==> config.mk <==
export PLATFORM = sky130hd
export DESIGN_NAME = carfield_island_pwr_seq
export DESIGN_NICKNAME = d
export VERILOG_FILES = /design/src/rtl/carfield_pkg.sv /design/src/rtl/carfield_island_rr_pick.sv /design/src/rtl/carfield_island_pwr_seq.sv
export SDC_FILE = /design/constraint.sdc
export NUM_CORES = 1
export LEC_CHECK = 0
export BUFFER_PORTS_ARGS = -buffer_cell sky130_fd_sc_hd__buf_4
export CAP_MARGIN = 20
export CORE_UTILIZATION = 45
export CTS_CLUSTER_SIZE = 10
export DETAILED_ROUTE_END_ITERATION = 12
export PLACE_DENSITY = 0.64
export SYNTH_ARGS = -nofsm -noshare
export SYNTH_HDL_FRONTEND = slang
export SYNTH_SLANG_ARGS = --single-unit
==> constraint.sdc <==
create_clock -name clk_i -period 6.3 [get_ports clk_i]
set_input_delay 0.63 -clock clk_i [delete_from_list [all_inputs] [get_ports clk_i]]
set_output_delay 0.63 -clock clk_i [all_outputs]
set_load 0.1 [all_outputs]
==> src/rtl/carfield_pkg.sv <==
// Purpose: shared types and defaults for the Carfield island power sequencer.
// Latency: n/a (types, constants and an elaboration-time helper only).
// Backpressure: n/a.
package carfield_pkg;

  // Island index order matches the AXI master index order (axi_mst_idx_t).
  typedef enum logic [1:0] {
    SafetyIsland   = 2'd0,
    SecurityIsland = 2'd1,
    FPCluster      = 2'd2,
    IntCluster     = 2'd3
  } carfield_island_e;

  // Default sequencing cycle counts.
  localparam int unsigned PwrSeqClkSettleCycles = 8;
  localparam int unsigned PwrSeqRstHoldCycles   = 16;
  localparam int unsigned PwrSeqIsoTimeout      = 1024;

  typedef enum logic [2:0] {
    IDLE,
    CLK_ON,
    RST_REL,
    ISO_REL,
    ISO_SET,
    RST_SET,
    CLK_OFF
  } pwr_seq_state_e;

  // Largest of three counts; sizes the shared wait counter.
  function automatic int unsigned maxOf3(input int unsigned a, input int unsigned b,
                                         input int unsigned c);
    int unsigned m;
    m = (a > b) ? a : b;
    return (m > c) ? m : c;
  endfunction

endpackage

==> src/rtl/carfield_island_rr_pick.sv <==
// Purpose: round-robin pick of the first pending island at or after a pointer.
// Latency: combinational.
// Backpressure: none; valid is low when nothing is pending.
// Ports: pending (one bit per island), ptr (search start) -> valid, idx (granted island).
module carfield_island_rr_pick #(
  parameter int unsigned NumIslands = 4,
  parameter int unsigned IdxWidth   = (NumIslands > 1) ? $clog2(NumIslands) : 1
) (
  input  logic [NumIslands-1:0] pending,
  input  logic [IdxWidth-1:0]   ptr,
  output logic                  valid,
  output logic [IdxWidth-1:0]   idx
);

  logic [IdxWidth-1:0] candIdx;

  // Walk offsets from farthest to nearest so the closest pending island
  // (smallest offset from ptr, wrapping) is the last one written.
  always_comb begin
    valid   = 1'b0;
    idx     = '0;
    candIdx = '0;
    for (int k = NumIslands - 1; k >= 0; k--) begin
      candIdx = IdxWidth'((int'(ptr) + k) % int'(NumIslands));
      if (pending[candIdx]) begin
        valid = 1'b1;
        idx   = candIdx;
      end
    end
  end

endmodule

==> src/rtl/carfield_island_pwr_seq.sv <==
// Purpose: sequences one island at a time through clock/reset/isolation power-up or power-down.
// Latency: outputs registered; a granted sequence starts the cycle after it is picked in IDLE.
// Backpressure: pending requests wait while busy; isolation handshake waits are bounded by IsoTimeout.
// Ports: clk_i/rst_i (sync, active-high); en_req_i desired state; err_clr_i clears err_o;
//        iso_ack_i isolation ack; clk_en_o/rst_o/iso_o island controls; on_o up; busy_o; err_o sticky timeout.
module carfield_island_pwr_seq
  import carfield_pkg::*;
#(
  parameter int unsigned NumIslands      = 4,
  parameter int unsigned ClkSettleCycles = PwrSeqClkSettleCycles,
  parameter int unsigned RstHoldCycles   = PwrSeqRstHoldCycles,
  parameter int unsigned IsoTimeout      = PwrSeqIsoTimeout
) (
  input  logic                  clk_i,
  input  logic                  rst_i,
  input  logic [NumIslands-1:0] en_req_i,
  input  logic [NumIslands-1:0] err_clr_i,
  input  logic [NumIslands-1:0] iso_ack_i,
  output logic [NumIslands-1:0] clk_en_o,
  output logic [NumIslands-1:0] rst_o,
  output logic [NumIslands-1:0] iso_o,
  output logic [NumIslands-1:0] on_o,
  output logic                  busy_o,
  output logic [NumIslands-1:0] err_o
);

  localparam int unsigned CntWidth =
    $clog2(maxOf3(ClkSettleCycles, RstHoldCycles, IsoTimeout) + 1);
  localparam int unsigned IdxWidth = (NumIslands > 1) ? $clog2(NumIslands) : 1;

  pwr_seq_state_e        state, stateD;
  logic [IdxWidth-1:0]   grant, grantD;
  logic [IdxWidth-1:0]   rrPtr, rrPtrD;
  logic [CntWidth-1:0]   cnt, cntD;
  logic [NumIslands-1:0] clkEnD, rstD, isoD, onD, errD, errSet;
  logic                  busyD;

  logic [NumIslands-1:0] pending;
  logic                  pickValid;
  logic [IdxWidth-1:0]   pickIdx;

  // Islands in error are parked until software clears the flag.
  assign pending = (en_req_i ^ on_o) & ~err_o;

  carfield_island_rr_pick #(
    .NumIslands(NumIslands),
    .IdxWidth  (IdxWidth)
  ) i_rr_pick (
    .pending(pending),
    .ptr    (rrPtr),
    .valid  (pickValid),
    .idx    (pickIdx)
  );

  // Each wait state is entered with count-1 loaded so it lasts exactly 'count'
  // cycles; the output change of a state is applied on the edge that enters it.
  always_comb begin
    stateD = state;
    grantD = grant;
    rrPtrD = rrPtr;
    cntD   = cnt;
    clkEnD = clk_en_o;
    rstD   = rst_o;
    isoD   = iso_o;
    onD    = on_o;
    errSet = '0;
    unique case (state)
      IDLE: begin
        if (pickValid) begin
          grantD = pickIdx;
          rrPtrD = (pickIdx == IdxWidth'(NumIslands - 1)) ? '0 : pickIdx + IdxWidth'(1);
          if (en_req_i[pickIdx]) begin
            stateD          = CLK_ON;
            clkEnD[pickIdx] = 1'b1;
            cntD            = CntWidth'(ClkSettleCycles - 1);
          end else begin
            stateD        = ISO_SET;
            isoD[pickIdx] = 1'b1;
            onD[pickIdx]  = 1'b0;
            cntD          = CntWidth'(IsoTimeout - 1);
          end
        end
      end
      CLK_ON: begin
        if (cnt == '0) begin
          stateD      = RST_REL;
          rstD[grant] = 1'b0;
          cntD        = CntWidth'(RstHoldCycles - 1);
        end else begin
          cntD = cnt - CntWidth'(1);
        end
      end
      RST_REL: begin
        if (cnt == '0) begin
          stateD      = ISO_REL;
          isoD[grant] = 1'b0;
          cntD        = CntWidth'(IsoTimeout - 1);
        end else begin
          cntD = cnt - CntWidth'(1);
        end
      end
      ISO_REL: begin
        if (!iso_ack_i[grant]) begin
          stateD     = IDLE;
          onD[grant] = 1'b1;
        end else if (cnt == '0) begin
          // Island never left isolation: re-isolate and take it back down.
          stateD        = RST_SET;
          errSet[grant] = 1'b1;
          isoD[grant]   = 1'b1;
          rstD[grant]   = 1'b1;
        end else begin
          cntD = cnt - CntWidth'(1);
        end
      end
      ISO_SET: begin
        if (iso_ack_i[grant] || cnt == '0) begin
          // On timeout the island is forced down with transactions possibly in flight.
          stateD        = RST_SET;
          errSet[grant] = !iso_ack_i[grant];
          rstD[grant]   = 1'b1;
        end else begin
          cntD = cnt - CntWidth'(1);
        end
      end
      RST_SET: begin
        stateD        = CLK_OFF;
        clkEnD[grant] = 1'b0;
      end
      CLK_OFF: begin
        stateD = IDLE;
      end
      default: stateD = IDLE;
    endcase
    // A new timeout outranks a simultaneous clear.
    errD  = (err_o & ~err_clr_i) | errSet;
    busyD = (stateD != IDLE);
  end

  always_ff @(posedge clk_i) begin
    if (rst_i) begin
      state    <= IDLE;
      grant    <= '0;
      rrPtr    <= '0;
      cnt      <= '0;
      clk_en_o <= '0;
      rst_o    <= '1;
      iso_o    <= '1;
      on_o     <= '0;
      busy_o   <= 1'b0;
      err_o    <= '0;
    end else begin
      state    <= stateD;
      grant    <= grantD;
      rrPtr    <= rrPtrD;
      cnt      <= cntD;
      clk_en_o <= clkEnD;
      rst_o    <= rstD;
      iso_o    <= isoD;
      on_o     <= onD;
      busy_o   <= busyD;
      err_o    <= errD;
    end
  end

endmodule

==> out/results.txt <==
Die area -> 5780 sq um
Post-Synth XOR/XNOR Area -> 3.55%
CP Capture Type -> flop
Fillers -> 522
Starting Density -> 47.4%
Post-placement setup slack -> 3520 ps
Post-synthesis mux area share -> 2.59%
Worst min path class -> reg -> reg
Peak VDD IR -> 0.285 mV
Critical Path Fanout Max -> 13
CTS clk-pin slew, worst paths -> 80 ps
CP max stage delay -> 700 ps
Pwr dens -> 483 nW/um^2
Final Wtd Congestion -> 0.846
Mean Syn Cell Area -> 7.95 sq um
Final Hold Vio Count -> 0
Vias in the first global route -> 2,231
PortBufs -> 34
Fin cells -> 410
Crit path arrival time -> 2910 ps
Postcts setup bufs -> 0
Ys flop type -> dfxtp_1
CTS max path bufs -> 2
Critical path buffer and inverter count -> 0
GRT Overall Usage -> 23.4%
Total global routing overflow -> 0
Sequential element share of the synthesized area -> 31.7%
Final setup fails -> 0
Asr flop ratio synth -> 0%
Inst Count DP -> 402
DP Area -> 2760 sq um
Post-synth top area cell -> dfxtp_1
Die Y -> 76.0 microns
EDFF count, synth -> 0
Synthesized Nets -> 329
# diodes -> 0
CP required -> 6480 ps
Yosys top cell area share -> 31.7%
Critical path class -> reg -> reg
Fin area -> 2840 sq um
Die X -> 76.0 microns
Main combinational cell family by area after synthesis -> compound AO/OA/AOI/OAI gates
Post-DP HPWL -> 4.69 mm
I/O pins -> 35
Synth top area cells -> dfxtp_1 32%, a21oi_1 8.5%, nor2_1 4.3%, nand2_1 4.1%, o21ai_0 4.1%
# rows -> 26
Clock skew -> 12.5 ps
Complex-gate fraction of the synthesized area -> 32.2%
Synth Area in Adders -> 2.54%
DRT Pass-1 Iters -> 4
Synth Area in Simple Gates -> 23.4%
Fin Setup TNS -> 0 ps
WL per Instance -> 15.7 microns
Post-Synthesis Cells -> 310
Synthesized flop and latch total -> 39
Status -> finished clean
Routed vias/inst -> 5.79
Post-route DRC -> 0
Fin crit period -> 2730 ps
Max Clk Rate -> 367 MHz
Unique masters post-synth -> 65
Vias -> 2,373
Clock buffer count from CTS -> 5
Cell at the root of the clock tree -> clkbuf_8
Largest net degree at the start of global routing -> 39
Worst-Skew Late Latency -> 300 ps
Total power draw -> 1.37 mW
Fin nets -> 358
Tcrit/Tclk final -> 43.3%
LEAKAGE -> 1.09 nW
Hold-fix buffers, CTS -> 0
Sinks on Clock Net -> 39
Core Box Area -> 5200 sq um
Area grow syn2layout -> 15.2%
Htree depth -> 2
CP startpoint kind -> flop
Max transition margin -> 47.3%
Worst path cell trace -> mux4_2, nor2_2, a21oi_2, a311oi_2, o21ai_0, nand3b_1, o31ai_1
Cts repair resizes -> 0
Cell area after synthesis -> 2460 sq um
CTS tree -> yes
Reported max-cap violation count -> 0
Final wirelength -> 6.43 mm
First-pass GRT wire length -> 10.9 mm
Critical path's top delay family -> compound AO/OA/AOI/OAI gates
Area occupied by multi-input gates -> 1590 sq um
Pins Over Slew Limit -> 0
Share of layout cells above drive strength 1 -> 18.5%
Final setup margin -> 3570 ps
DRT iter0 DRCs -> 170
RSZ-0062 raised after global routing -> false
Register area -> 781 sq um
Worst slew pin tran -> 790 ps
YS warnings -> 0
CP max stage cell -> a311oi_2
Initial antenna violation count -> 0
ANT nets after route -> 0
## where the power goes
part	total [mW]	switching, mW	internal, mW
sequential	0.393	0.0885	0.305
clock	0.167	0.0895	0.0778
combinational	0.810	0.530	0.281
total	1.37	0.708	0.663
## cells by family after synthesis
family                     count (synthesis)
AOI/OAI and AO/OA                        117
xor gates and xnor gates                  10
adders and majority gates                  5
buffers and inverters                     25
DFF                                       39
muxes                                      5
and+or+nand+nor                          109
## metal layers
| layer | track usage, % | routed length (microns) | up-vias |
|---|---|---|---|
| li1 | - | - | 1192 |
| met3 | 5.27 | 321 | 6 |
| met4 | 4.81 | 46 | 0 |
| met5 | 0 | 0 | - |
| met2 | 36.7 | 2940 | 62 |
| met1 | 32.9 | 3120 | 1113 |
## worst reg2reg max path, delay by kind of cell (launching register included)
kind               cells  cell delay [ps]
and+or+nand+nor        2              300
muxes                  1              660
AOI/OAI and AO/OA      4             1080
DFF                    1              570
## per-stage QoR
stage | utilization (%) | hold WS (ps)
4_1_cts | 54.5 | 464
3_5_place_dp | 53.0 | 449
2_1_floorplan | - | 427
5_1_grt | 54.5 | 491
6_report | 54.5 | 461
3_3_place_gp | 53.0 | 445
## synth_stat cells (5+ instances only)
cell type,count
a211oi_1,6
a21oi_1,42
and2_1,5
clkbuf_1,10
dfxtp_1,39
ha_1,5
inv_1,11
nand2_1,27
nand2b_1,11
nand3_1,11
nor2_1,28
nor2b_1,7
o211ai_1,5
o21ai_0,20
xnor2_1,7
## cell type report
cell class | count | share of cell area, %
Multi-Input combinational cell | 246 | 55.8
Sequential cell | 39 | 27.5
Timing Repair Buffer | 34 | 8.99
Tap cell | 70 | 3.09
Clock buffer | 7 | 2.69
Inverter | 13 | 1.72
Clock inverter | 1 | 0.176
## final timing paths
path             from      end  slack (ps)  depth (start not counted)
max reg2reg  grant[0]   cnt[8]        3570                          7
max          grant[0]   cnt[8]        3570                          7
min reg2reg   cnt[10]  cnt[10]         460                          2
min           cnt[10]  cnt[10]         460                          2
## placed cells by master, fill, tap and decap left out, types with 3 or more instances in the layout
| cell | Yosys | routed |
|---|---|---|
| nand3_1 | 11 | 11 |
| nand2b_1 | 11 | 11 |
| mux2i_1 | 3 | 3 |
| buf_4 | 1 | 34 |
| and3_1 | 3 | 3 |
| o221ai_1 | 3 | 3 |
| nor2_1 | 28 | 28 |
| a21oi_1 | 42 | 42 |
| clkbuf_8 | 0 | 5 |
| a211oi_1 | 6 | 6 |
| and2_1 | 5 | 5 |
| o21ai_0 | 20 | 20 |
| o31ai_1 | 3 | 3 |
| o21ai_1 | 3 | 3 |
| xnor2_1 | 7 | 7 |
| a311o_1 | 3 | 3 |
| ha_1 | 5 | 5 |
| o211ai_1 | 5 | 5 |
| dfxtp_1 | 39 | 39 |
| a21boi_0 | 3 | 3 |
| xor2_1 | 3 | 3 |
| nand2_1 | 27 | 27 |
| nor2b_1 | 7 | 7 |
| nor3_1 | 3 | 3 |
| inv_1 | 11 | 11 |
Power figures use the tool's default switching activity.
